**config.mk**
```make
export PLATFORM = sky130hd
export DESIGN_NAME = tick_period_meter
export DESIGN_NICKNAME = d
export VERILOG_FILES = /design/src/rtl/tick_period_meter_pkg.sv /design/src/rtl/tick_period_meter_sync_edge_det.sv /design/src/rtl/tick_period_meter.sv
export SDC_FILE = /design/constraint.sdc
export NUM_CORES = 1
export LEC_CHECK = 0
export BUFFER_PORTS_ARGS = -buffer_cell sky130_fd_sc_hd__buf_2
export CAP_MARGIN = 20
export CORE_MARGIN = 5
export CORE_UTILIZATION = 40
export DETAILED_ROUTE_END_ITERATION = 10
export PLACE_DENSITY = 0.62
export SETUP_SLACK_MARGIN = 0.15
export SYNTH_ARGS = -nofsm -noshare
export SYNTH_HDL_FRONTEND = slang
export SYNTH_SLANG_ARGS = --single-unit
```
**constraint.sdc**
```tcl
create_clock -name clk -period 5.2 [get_ports clk]
set_clock_uncertainty 0.15 [all_clocks]
set_input_delay 0.26 -clock clk [delete_from_list [all_inputs] [get_ports clk]]
set_output_delay 0.26 -clock clk [all_outputs]
set_load 0.01 [all_outputs]
```
**src/rtl/tick_period_meter_pkg.sv**
```systemverilog
// Shared constants and encodings for the tick measurement path.
package tick_period_meter_pkg;

    // Measurement FSM encoding.
    typedef enum logic [1:0] {
        IDLE    = 2'd0,
        MEASURE = 2'd1,
        STALL   = 2'd2
    } state_t;

    // System clock frequency, also used by the clock divider.
    localparam int unsigned CLK_HZ = 50000000;

    // Longest measurable period: one second of system clock.
    localparam int unsigned DEFAULT_TIMEOUT = CLK_HZ;

endpackage

```
**src/rtl/tick_period_meter_sync_edge_det.sv**
```systemverilog
// Three-flop synchroniser for an asynchronous level, producing one-cycle
// rise and fall strobes from the two settled stages.
module tick_period_meter_sync_edge_det (
    input  logic clk,
    input  logic rst,
    input  logic din,
    output logic rise,
    output logic fall
);

    logic s1, s2, s3;

    // Shift the async input through three flops; s1 may go metastable.
    always_ff @(posedge clk) begin
        if (rst) begin
            s1 <= 1'b0;
            s2 <= 1'b0;
            s3 <= 1'b0;
        end else begin
            s1 <= din;
            s2 <= s1;
            s3 <= s2;
        end
    end

    // Edge strobes compare the two settled stages only.
    always_comb begin
        rise = s2 & ~s3;
        fall = ~s2 & s3;
    end

endmodule

```
**src/rtl/tick_period_meter.sv**
```systemverilog
// Measures period and high time of a slow external tick in clk cycles,
// publishes one result per rising edge and flags a missing tick.
module tick_period_meter
    import tick_period_meter_pkg::*;
#(
    parameter int          CNT_W   = 32,
    parameter int unsigned TIMEOUT = DEFAULT_TIMEOUT
) (
    input  logic             clk,
    input  logic             rst,
    input  logic             sig_in,
    output logic [CNT_W-1:0] period,
    output logic [CNT_W-1:0] high_time,
    output logic             valid,
    output logic             timeout,
    output logic [3:0]       edge_cnt
);

    // Counter value on the last cycle before a period counts as stalled.
    localparam logic [CNT_W-1:0] CNT_LAST = CNT_W'(TIMEOUT - 1);
    localparam logic [CNT_W-1:0] CNT_ONE  = CNT_W'(1);

    state_t           state, next_state;
    logic             rise, fall;
    logic [CNT_W-1:0] cnt, hi_cap;
    logic             start_meas, done_meas, hit_timeout, cap_high;

    tick_period_meter_sync_edge_det u_sync (
        .clk  (clk),
        .rst  (rst),
        .din  (sig_in),
        .rise (rise),
        .fall (fall)
    );

    // State register.
    always_ff @(posedge clk) begin
        if (rst) state <= IDLE;
        else     state <= next_state;
    end

    // Next-state logic; a rise always wins over the stall check.
    always_comb begin
        next_state = state;
        case (state)
            IDLE:    if (rise) next_state = MEASURE;
            MEASURE: if (!rise && cnt == CNT_LAST) next_state = STALL;
            STALL:   if (rise) next_state = MEASURE;
            default: next_state = IDLE;
        endcase
    end

    // Per-cycle action decode from state and edge strobes.
    always_comb begin
        start_meas  = rise && (state == IDLE || state == STALL);
        done_meas   = rise && (state == MEASURE);
        hit_timeout = !rise && (state == MEASURE) && (cnt == CNT_LAST);
        cap_high    = fall && (state == MEASURE);
    end

    // Counter, capture registers and published outputs.
    always_ff @(posedge clk) begin
        if (rst) begin
            cnt       <= '0;
            hi_cap    <= '0;
            period    <= '0;
            high_time <= '0;
            valid     <= 1'b0;
            timeout   <= 1'b0;
            edge_cnt  <= 4'd0;
        end else begin
            valid <= done_meas;

            // cnt restarts on every rise, freezes once the period has stalled.
            if (start_meas || done_meas)
                cnt <= '0;
            else if (state == MEASURE && !hit_timeout)
                cnt <= cnt + CNT_ONE;

            if (cap_high)
                hi_cap <= cnt + CNT_ONE;

            if (done_meas) begin
                period    <= cnt + CNT_ONE;
                high_time <= hi_cap;
                edge_cnt  <= edge_cnt + 4'd1;
            end

            if (hit_timeout)
                timeout <= 1'b1;
            else if (start_meas && state == STALL)
                timeout <= 1'b0;
        end
    end

endmodule

```
# [Yosys cells after proc, flatten, opt, wreduce, memory -nomap -nowiden]
# Index checks and enable logic that the tools add are counted.
[word_totals] in_bits=3 regBits=139 output_inout_bits=70
[classes] addsub=2 muxes=5 n_reduce_logical=17 eq_ne=5 bitwise=4
[ops] op="$add A32 B1 Y32 const B" count=1
[ops] op="$eq A32 B26 Y1 const B" count=1
[ops] op="$logic_and A1 B1 Y1" count=8
[ops] op="$add A4 B1 Y4 const B" count=1
[ops] op="$mux W2" count=2
[ops] op="$pmux W2 S2" count=1
[ops] op="$reduce_or A2 Y1" count=2
[ops] op="$and A1 B1 Y1" count=2
[ops] op="$eq A2 B1 Y1 const B" count=1
[ops] op="$eq A2 B2 Y1 const B" count=1
[ops] op="$logic_not A1 Y1" count=2
[ops] op="$logic_not A2 Y1" count=1
[ops] op="$logic_or A1 B1 Y1" count=2
[ops] op="$mux W1" count=2
[ops] op="$ne A2 B1 Y1 const B" count=1
[ops] op="$ne A2 B2 Y1 const B" count=1
[ops] op="$not A1 Y1" count=2
[ops] op="$reduce_and A2 Y1" count=1
[ops] op="$reduce_bool A2 Y1" count=1

# [Logic depth before layout (Yosys ltp)]
[logic_depth] depth_word=7 mapped_depth=8 ltp_nobuf=6

# [Modules after synthesis]
# Synthesis repeated with hierarchy kept, for this count alone.
[unflattened] hier_cells=677 hier_area_um2=5681.7
[modules_own_cells] mod="tick_period_meter" seq_area_each_um2=2722.6 n_inst=1 cells_each=669 area_per_inst_um2=5590.4
[modules_own_cells] mod="tick_period_meter_sync_edge_det" seq_area_each_um2=60.1 n_inst=1 cells_each=8 area_per_inst_um2=91.3

# [Least setup slack after synthesis]
# No wires, ideal clock.
[synth_timing] path_type="reg-to-reg" startpoint="register cnt[0]" endpoint="register cnt[26]" path_slack_ns=2.816 path_stages_with_launch=7 arrival_ns=2.164 path_buffers=0 required_time_ns=4.980 cell_sequence="dfxtp_1 ha_1 nand2_1 or3_4 or4_4 or3_1 a21oi_1"
[synth_via] elab_chain_len=4 elab_cells_between_ends=5
[synth_rtl] item="from (decl)" line="tick_period_meter.sv:25" rtl="logic [CNT_W-1:0] cnt, hi_cap;"
[synth_rtl] item="from (signal assigned)" line="tick_period_meter.sv:78" rtl="cnt <= cnt + CNT_ONE;"
[synth_rtl] item="parallel branches: the longest is 4 deep, another holds $add A32 B1 Y32"
# Several ways; the timed one is not identified.
# A chain may end at the register's enable or synchronous reset.

# [Final worst setup path]
[layout_timing] startpoint="register cnt[3]" endpoint="register cnt[19]"
# The elaborated chain is that of the path after synthesis.

==> key figures <==
Cells and area
  – Final cell count without fillers: between 800 and 900
  – Layout cells sized above 1: 0.167
  – Commonest non-fill, non-tap cell in the layout: dfxtp_1
  – Final nets: approximately 710
  – Util after Layout: 0.483
  – Fillers: 1308
  – Area growth syn-to-layout: 19.0%
  – Seq. cell area: between 2000 and 3000 um2
  – Antenna cells: 0
  – Most frequent cells in the layout: dfxtp_1 (139), nand2_1 (85), nor2_1 (78)
  – Area of the multi-input gates: 2630 um2

Critical path
  – R2R Path End: cnt[19]
  – CP Data Required Time: between 5 and 6 ns
  – Arr. time, crit path: 3.55 ns
  – Largest fanout on the critical path: 33
  – Setup CP Type: reg2reg
  – CP startpoint kind: flop
  – Worst r2r src: cnt[3]
  – Worst setup endpoint: cnt[19]
  – FF-to-FF path depth: 6
  – Setup crit end kind: flop
  – R2R setup slack: 1.80 ns
  – Crit. Startpoint: cnt[3]

Floorplan
  – DIE AREA: approximately 17000 um2
  – Core region area: between 10000 and 15000 um2
  – Number of top-level pins: between 70 and 80
  – Die Ht: 128 um
  – Starting Density: 0.406
  – Number of cell rows: 43
  – Die extent in x: 128 um

Timing
  – Max frequency: approximately 290 MHz
  – Worst-Margin Slew: 1.07 ns
  – Slew HR: 0.289
  – Final period util: 0.653
  – # setup viols final: 0
  – Hold WS: between 0.03 and 0.04 ns
  – Hold Fails Final Rpt: 0
  – TNS Setup: 0 ns
  – Max Slew Vio Count: 0
  – Tmin final: 3.40 ns
  – RSZ-0062 raised after global routing: false

Clocking
  – CTS sink count: around 140
  – H-tree Lvls: 4
  – Worst skew pair latency: 0.41 ns
  – CTS max path bufs: 2
  – Clock Tree Root: clkbuf_16
  – TritonCTS clock tree: yes
  – Setup bufs post-CTS: 0
  – Num CTS Buffers: 17
  – Clock-pin slew on the worst setup and hold paths: ~0.06 ns

Global routing
  – Pin count of the biggest net entering global routing: 89
  – Vias in the first global route: around 4600
  – Grt ovf: 0
  – Total GRT Usage: 0.170
  – Initial antenna violation count: 0
  – First-pass GRT wire length: 22800 um

Pwr
  – Maximum VDD drop: between 200 and 250 uV
  – P_leak: ~2.3 nW
  – Power Dens Cells: 351 nW/um2

Synthesis
  – Sequential area share after synthesis: 0.496
  – Gate Count Post-Synth: 658
  – Distinct cells, synth: 43
  – Yosys warning count: 0
  – Synth Net Count: approximately 660
  – Register bit total from synthesis: 139
  – Synthesized area per cell: 8.53 um2
  – Mapped Area: 5610 um2

Place
  – I/O Buffers: 72
  – Final GP Congestion: between 0.9 and 1
  – HPWL after DPL: 9290 um
  – Placed insts: between 800 and 900

Routing
  – Final WL: around 14000 um
  – Avg WL per Cell: about 15 um
  – Drt pass-1 iters: 4
  – DR vias: 4750
  – Vias per inst: 5.28
  – # DRC: 0
  – Starting DRT DRC Count: roughly 370
  – Routed Antenna Nets: 0

Job
  – Max_cap viols: 0

Worst hold path
  – Hold WC Path Type: in2reg

Status
  – Status: complete, no violations
-- cell families (layout without fill, tap and decap cells) --
group | after synthesis | count (layout) | synth area share
adders and majority gates | 2 | 2 | 0.00446
muxes | 4 | 4 | 0.00713
DFF | 139 | 139 | 0.496
AOI/OAI and AO/OA | 157 | 157 | 0.175
xor gates and xnor gates | 34 | 34 | 0.0530
and+or+nand+nor | 268 | 268 | 0.227
buffers and inverters | 54 | 115 | 0.0379
-- where the power goes --
group,switching (mW),internal (mW)
sequential,0.00485,1.07
combinational,0.0397,0.0129
clock,0.442,0.775
-- Yosys cell counts --
cell type  instances  area, um2
a2111oi_2          1       15.0
a211oi_1          59        443
a21o_1             1       7.51
a21oi_1           63        315
a22oi_1            1       7.51
a31oi_1            1       6.26
and2_1             4       25.0
and3_1             4       25.0
and4_1             1       8.76
buf_2              4       20.0
buf_4              1       7.51
clkbuf_1          44        165
clkbuf_2           1       5.00
dfxtp_1          139       2780
ha_1               2       25.0
inv_1              4       15.0
mux2i_1            4       40.0
nand2_1           85        319
nand2b_1           3       18.8
nand3_1           15       75.1
nand3b_1           1       7.51
nand4_1           22        138
nor2_1            79        297
nor2b_1            5       31.3
nor3_1             8       40.0
nor3_2             1       10.0
nor3b_1            1       7.51
nor4_1             6       37.5
nor4_2             1       12.5
nor4b_1            2       17.5
o21a_1             2       15.0
o21ai_0           24        120
o311ai_0           1       8.76
o31ai_1            3       22.5
o31ai_4            1       21.3
or2_2              2       12.5
or3_1             23        144
or3_4              1       11.3
or4_1              2       15.0
or4_4              1       11.3
or4b_2             1       10.0
xnor2_1           11       96.3
xor2_1            23        201
-- stage by stage --
stage	instance area (um2)	setup WS, ns	power [mW]
floorplan	5610	2.82	1.14
global placement	6060	2.04	1.15
detailed placement	6060	1.84	1.15
CTS	6670	1.83	2.37
global route	6680	1.48	2.42
finish	6680	1.80	2.35
-- sequential cells by signal, summed over array words and instances, names as in the netlist --
signal and cells:
timeout 1, u_sync.s1 1, period 32, hi_cap 32, u_sync.s2 1, state 2
edge_cnt 4, cnt 32, high_time 32, u_sync.s3 1, valid 1
-- per-layer routing --
layer,part of all wire,global-route usage,vias up,wire length [um]
met5,0,0,-,0
li1,-,-,2422,-
met1,0.48,0.223,2192,6540
met4,0.017,0.0637,0,229
met2,0.46,0.274,116,6330
met3,0.046,0.0394,20,628
-- what timing repair did --
item | 4_1_cts | 5_1_grt
resized for setup | 0 | 0
endpoints found under the hold margin | 1 | 0
setup endpoints to repair | 0 | 0
hold buffers | 1 | 0
-- how the worst min path moves through the flow --
| stage | startpoint | endpoint | slack [ns] | cells past startpoint |
|---|---|---|---|---|
| after floorplan | sig_in | u_sync.s1 | 0.24 | 1 |
| after global placement | hi_cap[30] | high_time[30] | 0.29 | 2 |
| after detailed placement | u_sync.s1 | u_sync.s2 | 0.29 | 1 |
| after CTS | rst | high_time[22] | 0.01 | 2 |
| after global routing | rst | high_time[23] | 0.03 | 2 |
| final | rst | state[1] | 0.03 | 2 |
-- layout make-up --
cell class	count	area share
multi-input cells	465	0.394
repair buffers	80	0.0637
inverters	4	0.00225
flip-flops and latches	139	0.416
clock inverters	11	0.0217
well taps	180	0.0337
clock buffers	20	0.0684
-- worst max-delay path: stages, from the launching register on --
cell	delay, ns
dfxtp_1	0.46
nand4_1	0.42
or3_4	0.57
o31ai_4	0.93
buf_4	0.38
nor2_1	0.09
a2111oi_2	0.29
No activity file was read; power rests on OpenSTA's default activity.
